===== src/rtl/sw_ctrl_if.sv =====
// ---------------------------------------------------------------
// sw_ctrl_if : button inputs and control outputs of sw_ctrl
// Rev 1.0
// ---------------------------------------------------------------
`default_nettype none

interface sw_ctrl_if;
  logic       btn_ss;
  logic       btn_lc;
  logic       run;
  logic       clr;
  logic       lap_hold;
  logic [1:0] state;

  modport master (
    output btn_ss, btn_lc,
    input  run, clr, lap_hold, state
  );

  modport slave (
    input  btn_ss, btn_lc,
    output run, clr, lap_hold, state
  );
endinterface

`default_nettype wire


===== src/rtl/sw_ctrl.sv =====
// ---------------------------------------------------------------
// sw_ctrl : stopwatch control - button sync/debounce and run/lap FSM
// Rev 1.0
// ---------------------------------------------------------------
`default_nettype none

module sw_ctrl #(
  parameter int DEBOUNCE_CYCLES = 1000000
) (
  input  logic      clk,
  input  logic      rst,
  sw_ctrl_if.slave  bus
);

  localparam int c_CNT_W = $clog2(DEBOUNCE_CYCLES + 1);
  localparam logic [c_CNT_W-1:0] c_CNT_LAST = c_CNT_W'(DEBOUNCE_CYCLES - 1);

  typedef enum logic [1:0] {
    IDLE  = 2'b00,
    RUN   = 2'b01,
    PAUSE = 2'b10,
    LAP   = 2'b11
  } state_t;

  // Index 0 = start/stop, index 1 = lap/clear
  logic [1:0]         w_raw;
  logic [1:0]         r_meta;
  logic [1:0]         r_sync;
  logic [1:0]         r_deb;
  logic [1:0]         r_press;
  logic [c_CNT_W-1:0] r_cnt [2];

  state_t     r_fsm;
  state_t     w_next;
  logic       w_clr_req;
  logic       r_clr_req;
  logic       r_run;
  logic       r_clr;
  logic       r_lap_hold;
  logic [1:0] r_state;

  assign w_raw = {bus.btn_lc, bus.btn_ss};

  always_ff @(posedge clk or negedge rst) begin
    if (!rst) begin
      r_meta  <= 2'b11;
      r_sync  <= 2'b11;
      r_deb   <= 2'b11;
      r_press <= 2'b00;
      for (int i = 0; i < 2; i++) r_cnt[i] <= '0;
    end else begin
      r_meta <= w_raw;
      r_sync <= r_meta;
      for (int i = 0; i < 2; i++) begin
        r_press[i] <= 1'b0;
        if (r_sync[i] == r_deb[i]) begin
          r_cnt[i] <= '0;
        end else if (r_cnt[i] == c_CNT_LAST) begin
          // Level accepted; strobe only on the high-to-low (press) change
          r_deb[i]   <= r_sync[i];
          r_cnt[i]   <= '0;
          r_press[i] <= ~r_sync[i];
        end else begin
          r_cnt[i] <= r_cnt[i] + 1'b1;
        end
      end
    end
  end

  // Start/stop has priority; a simultaneous lap/clear is dropped
  always_comb begin
    w_next    = r_fsm;
    w_clr_req = 1'b0;
    case (r_fsm)
      IDLE: begin
        if (r_press[0])      w_next = RUN;
        else if (r_press[1]) w_clr_req = 1'b1;
      end
      RUN: begin
        if (r_press[0])      w_next = PAUSE;
        else if (r_press[1]) w_next = LAP;
      end
      LAP: begin
        if (r_press[0])      w_next = PAUSE;
        else if (r_press[1]) w_next = RUN;
      end
      PAUSE: begin
        if (r_press[0]) begin
          w_next = RUN;
        end else if (r_press[1]) begin
          w_next    = IDLE;
          w_clr_req = 1'b1;
        end
      end
      default: w_next = IDLE;
    endcase
  end

  // Outputs are a registered decode of the state register, one edge behind it
  always_ff @(posedge clk or negedge rst) begin
    if (!rst) begin
      r_fsm      <= IDLE;
      r_clr_req  <= 1'b0;
      r_run      <= 1'b0;
      r_clr      <= 1'b0;
      r_lap_hold <= 1'b0;
      r_state    <= IDLE;
    end else begin
      r_fsm      <= w_next;
      r_clr_req  <= w_clr_req;
      r_run      <= (r_fsm == RUN) || (r_fsm == LAP);
      r_clr      <= r_clr_req;
      r_lap_hold <= (r_fsm == LAP);
      r_state    <= r_fsm;
    end
  end

  assign bus.run      = r_run;
  assign bus.clr      = r_clr;
  assign bus.lap_hold = r_lap_hold;
  assign bus.state    = r_state;

endmodule

`default_nettype wire


===== src/flat_wrapper.sv =====
// flat-port wrapper written by rule: the top's interface ports become plain ports
module sw_ctrl_flat 
#(
  parameter int DEBOUNCE_CYCLES = 1000000
)
  (clk, rst, bus_btn_ss, bus_btn_lc, bus_run, bus_clr, bus_lap_hold, bus_state);
  sw_ctrl_if bus_i ();
  input  logic clk;
  input  logic rst;
  input wire logic [$bits(bus_i.btn_ss)-1:0] bus_btn_ss;
  input wire logic [$bits(bus_i.btn_lc)-1:0] bus_btn_lc;
  output wire logic [$bits(bus_i.run)-1:0] bus_run;
  output wire logic [$bits(bus_i.clr)-1:0] bus_clr;
  output wire logic [$bits(bus_i.lap_hold)-1:0] bus_lap_hold;
  output wire logic [$bits(bus_i.state)-1:0] bus_state;
  assign bus_i.btn_ss = bus_btn_ss;
  assign bus_i.btn_lc = bus_btn_lc;
  assign bus_run = bus_i.run;
  assign bus_clr = bus_i.clr;
  assign bus_lap_hold = bus_i.lap_hold;
  assign bus_state = bus_i.state;
  sw_ctrl #(.DEBOUNCE_CYCLES(DEBOUNCE_CYCLES)) u_core (.clk(clk), .rst(rst), .bus(bus_i));
endmodule

===== config.mk =====
export PLATFORM = sky130hd
export DESIGN_NAME = sw_ctrl_flat
export DESIGN_NICKNAME = d
export VERILOG_FILES = /design/src/rtl/sw_ctrl_if.sv /design/src/rtl/sw_ctrl.sv /design/src/flat_wrapper.sv
export SDC_FILE = /design/constraint.sdc
export NUM_CORES = 1
export LEC_CHECK = 0
export BUFFER_PORTS_ARGS = -buffer_cell sky130_fd_sc_hd__clkbuf_2
export CORE_UTILIZATION = 40
export DETAILED_ROUTE_END_ITERATION = 6
export GPL_ROUTABILITY_DRIVEN = 0
export GPL_TIMING_DRIVEN = 0
export PLACE_DENSITY = 0.53
export SLEW_MARGIN = 20
export SYNTH_ARGS = -nofsm -noshare
export SYNTH_HDL_FRONTEND = slang
export SYNTH_SLANG_ARGS = --single-unit

===== constraint.sdc =====
create_clock -name clk -period 4.3 [get_ports clk]
set_clock_uncertainty 0.15 [all_clocks]
set_input_delay 0.43 -clock clk [delete_from_list [all_inputs] [get_ports clk]]
set_output_delay 0.43 -clock clk [all_outputs]
set_load 0.005 [all_outputs]

# After elaboration in Yosys (flattened, before gate mapping)
# Index checks and enable logic that the tools add are counted.
op_classes:
  addsub: 2
  n_eq_ne: 11
  n_mux: 19
  bitwise_logic: 4
  n_reduce_logical: 6
op_table:
  columns: ["cell", "n"]
  rows:
  - ["$mux W20", 4]
  - ["$add A20 B1 Y20 const B", 2]
  - ["$eq A20 B20 Y1 const B", 2]
  - ["$mux W2", 7]
  - ["$ne A3 B1 Y1 const B", 3]
  - ["$pmux W2 S4", 1]
  - ["$mux W1", 7]
  - ["$eq A2 B2 Y1 const B", 2]
  - ["$not A1 Y1", 4]
  - ["$reduce_and A2 Y1", 2]
  - ["$reduce_and A4 Y1", 1]
  - ["$eq A1 B1 Y1", 2]
  - ["$eq A2 B1 Y1 const B", 1]
  - ["$logic_not A2 Y1", 1]
  - ["$ne A2 B1 Y1 const B", 1]
  - ["$reduce_or A2 Y1", 1]
  - ["$logic_or A1 B1 Y1", 1]
totals:
  reg_bits: 56
  input_bits: 4
  output_inout_bits: 5
  word_cells: 55

# Depth between registers and ports, before layout
# Gate-level depths: netlist of the first run.
logic_depth:
  depth_word: 3
  depth_mapped: 6
  mapped_depth_nobuf: 5

# Least setup slack after synthesis of the first run
# Ideal clock, no wire load.
synth_timing:
  kind: "register to register"
  start: "register u_core.r_cnt[12] in the netlist's numbering"
  end: "register u_core.r_deb[1]"
  setup_ns: 0.085
  arrival_ns: 1.952
  required_time_ns: 4.065
  setup_slack_ns: 2.113
  path_stages_with_launch: 5
  n_path_buf: 0
  period_less_slack_ns: 2.187
  cell_sequence: "dfrtp_1 or4_1 or4_4 nor2_1 mux2_1"
synth_between:
  elab_chain_cells: 2
synth_lines:
  columns: ["item", "line_no", "source"]
  rows:
  - ["start: declaration", "sw_ctrl.sv:31", "logic [c_CNT_W-1:0] r_cnt [2];"]
  - ["start signal: indexed assignment", "sw_ctrl.sv:64", "r_cnt[i] <= r_cnt[i] + 1'b1;"]
  - ["$eq A20 B20 Y1", "sw_ctrl.sv:58", "end else if (r_cnt[i] == c_CNT_LAST) begin"]
  - ["$reduce_and A2 Y1 (no source line)", null, null]
  - ["end signal: indexed assignment", "sw_ctrl.sv:60", "r_deb[i] <= r_sync[i];"]
  - ["end: declaration", "sw_ctrl.sv:29", "logic [1:0] r_deb;"]
# No other way between the ends.
# A chain may end at the register's enable or synchronous reset.

# Final worst setup path of the first run
layout_timing:
  start: "register u_core.r_cnt[0] in the netlist's numbering"
  end: "register u_core.r_cnt[11] in the netlist's numbering"
layout_between:
  elab_chain_cells: 3
  elab_cells_between_ends: 4
  classes_between: "add/sub: 1; eq/ne: 1; mux: 2"
layout_lines:
  columns: ["item", "line_no", "source"]
  rows:
  - ["$add A20 B1 Y20 or $eq A20 B20 Y1 (tied branches)", "sw_ctrl.sv:64, sw_ctrl.sv:58", null]
  - ["$mux W20 (*)", "sw_ctrl.sv:58", null]
  - ["$mux W20 (*)", "sw_ctrl.sv:56", "if (r_sync[i] == r_deb[i]) begin"]
# Mark *: on every way between the ends. The rest lies on a longest branch, timed or not.

==> summary.txt, run 1 <==
Status
  • Status: finished clean

Final layout
  • Finished Cell Area: 0.002754 sq mm
  • Area grow syn2layout: 10.44%
  • Layout cell share with drive strength beyond 1: 10.98%
  • Antenna cells: 0
  • Layout Nets: 260

Worst setup path
  • Crit path buf inv count: 1
  • Crit path capture type: flip-flop
  • Crit start category: flip-flop
  • Crit path max-delay family: simple AND/OR/NAND/NOR gates
  • Reg2reg setup slack: 1.91 ns
  • Max stage delay cell, worst path: or4_4
  • CP cell instances: ha_1 -> nand3_1 -> or4_4 -> o21ai_4 -> buf_6 -> nor2_1
  • Crit path required time: 4.36 ns
  • Worst EP arrival: 2.44 ns
  • CP Class: reg2reg
  • Largest fanout on the critical path: 10
  • Slowest stage delay, CP: 0.67 ns

Yosys
  • Register area share after synthesis: 56.50%
  • Count leader, synth: dfrtp_1
  • Yosys Warn Count: 0
  • Mapped Nets: 243
  • Number of synthesized flops with an enable pin: 0
  • Synth Instances: 237
  • Post-synth ARST share: 100.0%
  • Seq cells post-synth: 56
  • Synthesized area per cell: 10.52 sq um
  • Synth area leader: dfrtp_1
  • Netlist cell types: 35
  • Top cells by area, synth: dfrtp_1 (50%), dfstp_2 (6.3%), xnor2_1 (5.6%), nor2_1 (5.4%), xor2_1 (4.6%)
  • Top cell type's share of synthesized area: 50.18%
  • Post-Syn Area: 0.002494 sq mm
  • Post-synth top cells: dfrtp_1 (50), nor2_1 (36), nand2_1 (17)
  • Most used DFF post-synth: dfrtp_1

Timing
  • Fin crit period: 2.387 ns
  • Hold Slack: 0.04523 ns
  • Measured slew at the worst slew-check pin: 0.7213 ns
  • Hold Fails Final Rpt: 0
  • Relative slew margins: 51.47%
  • Fin crit share: 55.51%
  • FMAX: 419.0 MHz
  • # setup viols final: 0
  • RSZ-0062 raised after global routing: no
  • Final Max Slew Viols: 0
  • Setup TNS: 0 ns

Die
  • Die span in x: 80.96 um
  • IO Count: 9
  • Core area: 0.005956 sq mm
  • Chip height: 80.96 um
  • Die footprint: 0.006554 sq mm
  • Row count: 28
  • Starting Density: 41.87%

Placed design
  • Post-placement cell area: 0.002650 sq mm
  • Count of input and output buffers: 8
  • DPL Wire Length: 3.044 mm

Global route
  • Met3 usage: 3.371%
  • Vias in the first global route: 1631
  • First-pass GRT wire length: 7.845 mm
  • Most Crowded Layer GR: met1
  • M1 GR Usage: 23.20%
  • Gr usage total: 15.87%
  • Overflow after GRT: 0
  • Initial antenna violation count: 0
  • Met2 usage: 22.61%
  • Largest net degree at the start of global routing: 37

Pwr
  • Comb power frac: 3.7%
  • Sequential Power Share: 62.1%
  • PD cells: 315.7 mW/mm^2
  • Static Leak: 1.141 nW
  • VDD IR-drop max: 0.1278 mV
  • Internal: 0.6761 mW
  • P_sw: 0.1933 mW
  • Clk network pwr share: 34.2%
  • Sw frac: 22.23%

Route
  • DR DRC count: 0
  • Via count: 1685
  • Vias per inst: 5.106
  • DR iter-0 viols: 62
  • Final antenna-violating net count: 0
  • WL per Instance: 13.48 um
  • WL final: 4.450 mm
  • Pre-Repair DR Iteration Count: 4

Clock network
  • CTS root buffer: clkbuf_8
  • H-tree depth: 2
  • Maximum root-to-sink buffer count: 2
  • Clock sink count: 56
  • Clock-pin slew on the worst setup and hold paths: 0.10 ns
  • TritonCTS clock tree: built
  • CTS buffer count: 5
  • Worst skew pair latency: 0.31 ns

Min path
  • Hold Path Class: in2reg

Flow run
  • Max-cap viol count: 0
-- state kept, by name, indices dropped and copies added (netlist names), 2 cells and up --
| name | count |
|---|---|
| u_core.r_meta | 2 |
| u_core.r_cnt | 40 |
| u_core.r_sync | 2 |
| u_core.r_deb | 2 |
| u_core.r_fsm | 2 |
| u_core.r_press | 2 |
| u_core.bus.state | 2 |
-- cell families (layout without fill, tap and decap cells) --
kind of cell             count (synthesis)  in the layout  synth area share, %
XOR/XNOR                                29             29                10.19
AO/OA/AOI/OAI                           21             21                5.118
flip-flops                              56             56                56.50
AND/OR/NAND/NOR                        114            114                23.53
buffers and inverters                   11             29                1.957
multiplexers                             4              4                1.706
adder cells (fa/ha/maj)                  2              2                1.003
-- worst paths after layout --
| path | startpoint | to | cells after the start |
|---|---|---|---|
| min in group asynchronous | rst | u_core.r_cnt[22] | 2 |
| max in group asynchronous | rst | u_core.r_meta[1] | 3 |
| setup / recovery | u_core.r_cnt[0] | u_core.r_cnt[11] | 6 |
| setup reg to reg | u_core.r_cnt[0] | u_core.r_cnt[11] | 6 |
| hold / removal | bus_btn_ss | u_core.r_meta[0] | 1 |
| hold reg to reg | u_core.r_clr_req | u_core.bus.clr | 0 |
-- placed cells by master (no fill, tap or decap), types with 6 or more instances in the layout --
master	n
nand4_1	11
dfstp_2	6
clkbuf_8	6
and3_1	6
xor2_1	13
nor4_1	7
dfrtp_1	50
xnor2_1	16
nand3_1	10
nor2_1	36
nand2_1	17
nor3_1	7
o21ai_0	8
a21oi_1	8
inv_1	6
clkbuf_2	7
-- per-layer routing --
metal  routed length [um]  vias up
met5                    0        -
met4                   82        0
met3                  104        7
met2                 1761       18
met1                 2502      799
li1                     -      861
-- final cells by class --
class / instances / area, sq um
Buffer: 5 / 26.28
Timing Repair Buffer: 10 / 72.57
Clock buffer: 7 / 86.33
Inverter: 6 / 22.52
Tap cell: 75 / 93.84
Multi-Input combinational cell: 170 / 1036
Fill cell: 578 / 3202
Clock inverter: 1 / 7.507
Sequential cell: 56 / 1409
-- stage by stage --
stage | power, mW | cells | utilization, % | worst slack, ns
floorplan | 0.5632 | 237 | - | 2.113
global placement | 0.5798 | 320 | 44.12 | 1.915
detailed placement | 0.5830 | 321 | 44.50 | 1.900
CTS | 0.8845 | 330 | 46.24 | 1.883
global route | 0.9102 | 330 | 46.24 | 1.748
finish | 0.8694 | 330 | 46.24 | 1.913
-- timing repair --
item                                    4_1_cts  5_1_grt
buffers inserted                              0        0
endpoints found under the hold margin        17        0
endpoints found under the setup margin        0        0
resized for setup                             0        0
hold buffers                                  1        0
-- power groups by stage --
stage / clock, mW / sequential, mW / combinational (mW)
2_1_floorplan: 0 / 0.549 / 0.0143
3_3_place_gp: 0 / 0.550 / 0.0301
3_5_place_dp: 0 / 0.550 / 0.0332
4_1_cts: 0.311 / 0.540 / 0.0338
5_1_grt: 0.331 / 0.541 / 0.0379
6_report: 0.297 / 0.540 / 0.0322
Power figures use the tool's default switching activity.
==> run 2, diff against run 1 <==
clock period = 2.35 ns   (was 4.3 ns; I/O delays follow)
==> run 2 against run 1 <==
Net effect:
- sequential share of layout area down 0.94 points
- critical path depth is 2 lower
- final area increased by 2.0%
- worst setup slack worse by 1.8 ns
- global-route usage up 0.19 points
- final cell count increased by 1.5%
- combinational power increased by 100%
- non-clock buffer count rose by 5
- critical path type unchanged
- first-iteration DRC count up 39%
- register-to-register slack got worse by 1.8 ns
- power is 84% higher
==> summary.txt, run 2 (synthesized netlist as in run 1, its figures left out) <==
Pwr
  • Sw frac: 22.33% (+0.098 points)
  • P_sw: 0.3573 mW (+85%)
  • VDD IR-drop max: 0.2347 mV (+84%)
  • Total power draw: 1.600 mW (+84%)
  • Static Leak: 1.168 nW (+2.4%)
  • Clk network pwr share: 34.2% (about the same)
  • Sequential Power Share: 61.7% (-0.4 points)
  • PD cells: 569.9 mW/mm^2 (+81%)
  • Comb power frac: 4.1% (+0.4 points)
  • Internal: 1.243 mW (+84%)

Global route
  • Overflow after GRT: 0 (unchanged)
  • Gr usage total: 16.06% (+0.19 points)
  • First-pass GRT wire length: 7.941 mm (+1.2%)
  • Initial antenna violation count: 0 (unchanged)
  • Vias in the first global route: 1655 (+1.5%)
  • Largest net degree at the start of global routing: 37 (unchanged)

Route
  • WL per Instance: 13.30 um (-1.3%)
  • Vias per inst: 5.093 (-0.26%)
  • Pre-Repair DR Iteration Count: 4 (unchanged)
  • Via count: 1706 (+1.2%)
  • Final antenna-violating net count: 0 (unchanged)
  • DR iter-0 viols: 86 (+39%)
  • WL final: 4.457 mm (+0.16%)
  • DR DRC count: 0 (unchanged)

Worst setup path
  • Crit path capture type: flip-flop
  • Crit path required time: 2.44 ns (-1.92 ns)
  • Crit path buf inv count: 0 (-1)
  • Worst EP arrival: 2.37 ns (-0.07 ns)
  • Crit path max-delay family: simple AND/OR/NAND/NOR gates
  • Crit start category: flip-flop
  • Reg2reg setup slack: 0.07 ns (-1.85 ns)
  • Max stage delay cell, worst path: or4_1
  • CP cell instances: or4_1 -> or4_4 -> nor2_2 -> mux2_1
  • CP Class: reg2reg
  • Largest fanout on the critical path: 6 (-4)
  • Slowest stage delay, CP: 0.54 ns (-0.13 ns)

Status
  • Status: finished clean

Clock network
  • Worst skew pair latency: 0.31 ns (about the same)
  • Clock sink count: 56 (unchanged)
  • Clock-pin slew on the worst setup and hold paths: 0.10 ns (about the same)
  • CTS buffer count: 5 (unchanged)
  • CTS root buffer: clkbuf_8
  • Maximum root-to-sink buffer count: 2 (unchanged)
  • TritonCTS clock tree: built
  • H-tree depth: 2 (unchanged)

Final layout
  • Fillers: 574 (-0.69%)
  • Finished Cell Area: 0.002808 sq mm (+2.0%)
  • Layout cell share with drive strength beyond 1: 13.85% (+2.9 points)
  • Area grow syn2layout: 12.59%
  • Layout Nets: 265 (+1.9%)
  • Most frequent cells in the layout: dfrtp_1 (49), nor2_1 (35), nand2_1 (17)
  • Number of flip-flops in the largest register: 40 (unchanged)
  • Storage cell area: 0.001410 sq mm (about the same)
  • Most common cell after layout, fill and taps aside: dfrtp_1
  • Area occupied by multi-input gates: 0.001044 sq mm (+0.72%)
  • Antenna cells: 0 (unchanged)
  • Biggest register: u_core.r_cnt

Min path
  • Hold Path Class: reg2reg

Die
  • Die span in x: 80.96 um (unchanged)
  • Starting Density: 41.87% (unchanged)
  • Row count: 28 (unchanged)
  • Core area: 0.005956 sq mm (unchanged)
  • IO Count: 9 (unchanged)
  • Chip height: 80.96 um (unchanged)
  • Die footprint: 0.006554 sq mm (unchanged)

Timing
  • Hold Fails Final Rpt: 0 (unchanged)
  • # setup viols final: 0 (unchanged)
  • Fin crit share: 97.16% (+42 points)
  • Measured slew at the worst slew-check pin: 0.7245 ns (+0.003179 ns)
  • Final Max Slew Viols: 0 (unchanged)
  • FMAX: 438.0 MHz (+4.5%)
  • Fin crit period: 2.283 ns (-0.1035 ns)
  • Relative slew margins: 51.25% (-0.21 points)
  • RSZ-0062 raised after global routing: no

Placed design
  • Post-placement cell area: 0.002650 sq mm (unchanged)
  • DPL Wire Length: 3.044 mm (unchanged)
  • Count of input and output buffers: 8 (unchanged)

Flow run
  • Max-cap viol count: 0 (unchanged)
-- run 2: changes by cell type in the layout (fill, tap and decap cells not counted), moves of 2 or more --
| cell | change |
|---|---|
| dlygate4sd3_1 | +2 |
| buf_4 | +3 |
| clkbuf_1 | -2 |
| clkbuf_2 | +2 |
-- run 2: routing by layer --
metal	vias up	GRT usage (%)	share of wire, %
li1	869	-	-
met1	810	23.49	55
met2	20	22.94	41
met3	7	3.371	2.4
met4	0	6.429	1.7
met5	-	0	0
-- run 2: final cells by class --
| type | count | share of cell area, % |
|---|---|---|
| flip-flops and latches | 56 | 50.22 |
| multi-input cells | 170 | 37.17 |
| repair buffers | 15 | 4.100 |
| well taps | 75 | 3.342 |
| clock buffers | 7 | 3.075 |
| plain buffers | 5 | 1.025 |
| inverters | 6 | 0.8021 |
| clock inverters | 1 | 0.2674 |
-- run 2: power by group through the flow --
| stage | clock (mW) | sequential [mW] | combinational [mW] |
|---|---|---|---|
| after floorplan | 0 | 1.00 | 0.0262 |
| after global placement | 0 | 1.01 | 0.0551 |
| after detailed placement | 0 | 1.01 | 0.0607 |
| after CTS | 0.569 | 0.988 | 0.0685 |
| after global routing | 0.607 | 0.990 | 0.0768 |
| final | 0.546 | 0.988 | 0.0660 |
-- run 2: what timing repair did --
item                                    in CTS  in global routing
resized for setup                            2                  5
endpoints found under the hold margin       43                  0
endpoints found under the setup margin      11                 12
setup buffers                                3                  0
hold buffers                                 3                  0
pin swaps                                    1                  0
cloned                                       0                  0
-- run 2: final timing paths --
kind | start | endpoint | cells past startpoint
min in group asynchronous | rst | u_core.r_cnt[22] | 2
worst max register to register | u_core.r_cnt[12] | u_core.r_deb[1] | 4
worst min-delay path | u_core.r_clr_req | u_core.bus.clr | 0
worst max-delay path | u_core.r_cnt[12] | u_core.r_deb[1] | 4
max in group asynchronous | rst | u_core.r_sync[1] | 3
worst min register to register | u_core.r_clr_req | u_core.bus.clr | 0
-- run 2: worst reg2reg max path, cell delays in order (launching register included) --
cell and delay, ns:
dfrtp_2 0.46, or4_1 0.54, or4_4 0.54, nor2_2 0.19
mux2_1 0.34
-- run 2: through the flow --
step                      setup WS (ns)  util, %  instances  setup TNS, ns  hold slack, ns
final                           0.06667    47.14        335              0          0.2047
after global routing           0.009070    47.14        335              0          0.2139
after CTS                       0.05133    47.08        335              0          0.2064
after detailed placement       -0.04995    44.50        321        -0.4420         0.02166
after global placement         -0.03535    44.12        320        -0.3364          0.1733
after floorplan                  0.1631        -        237              0         -0.2106
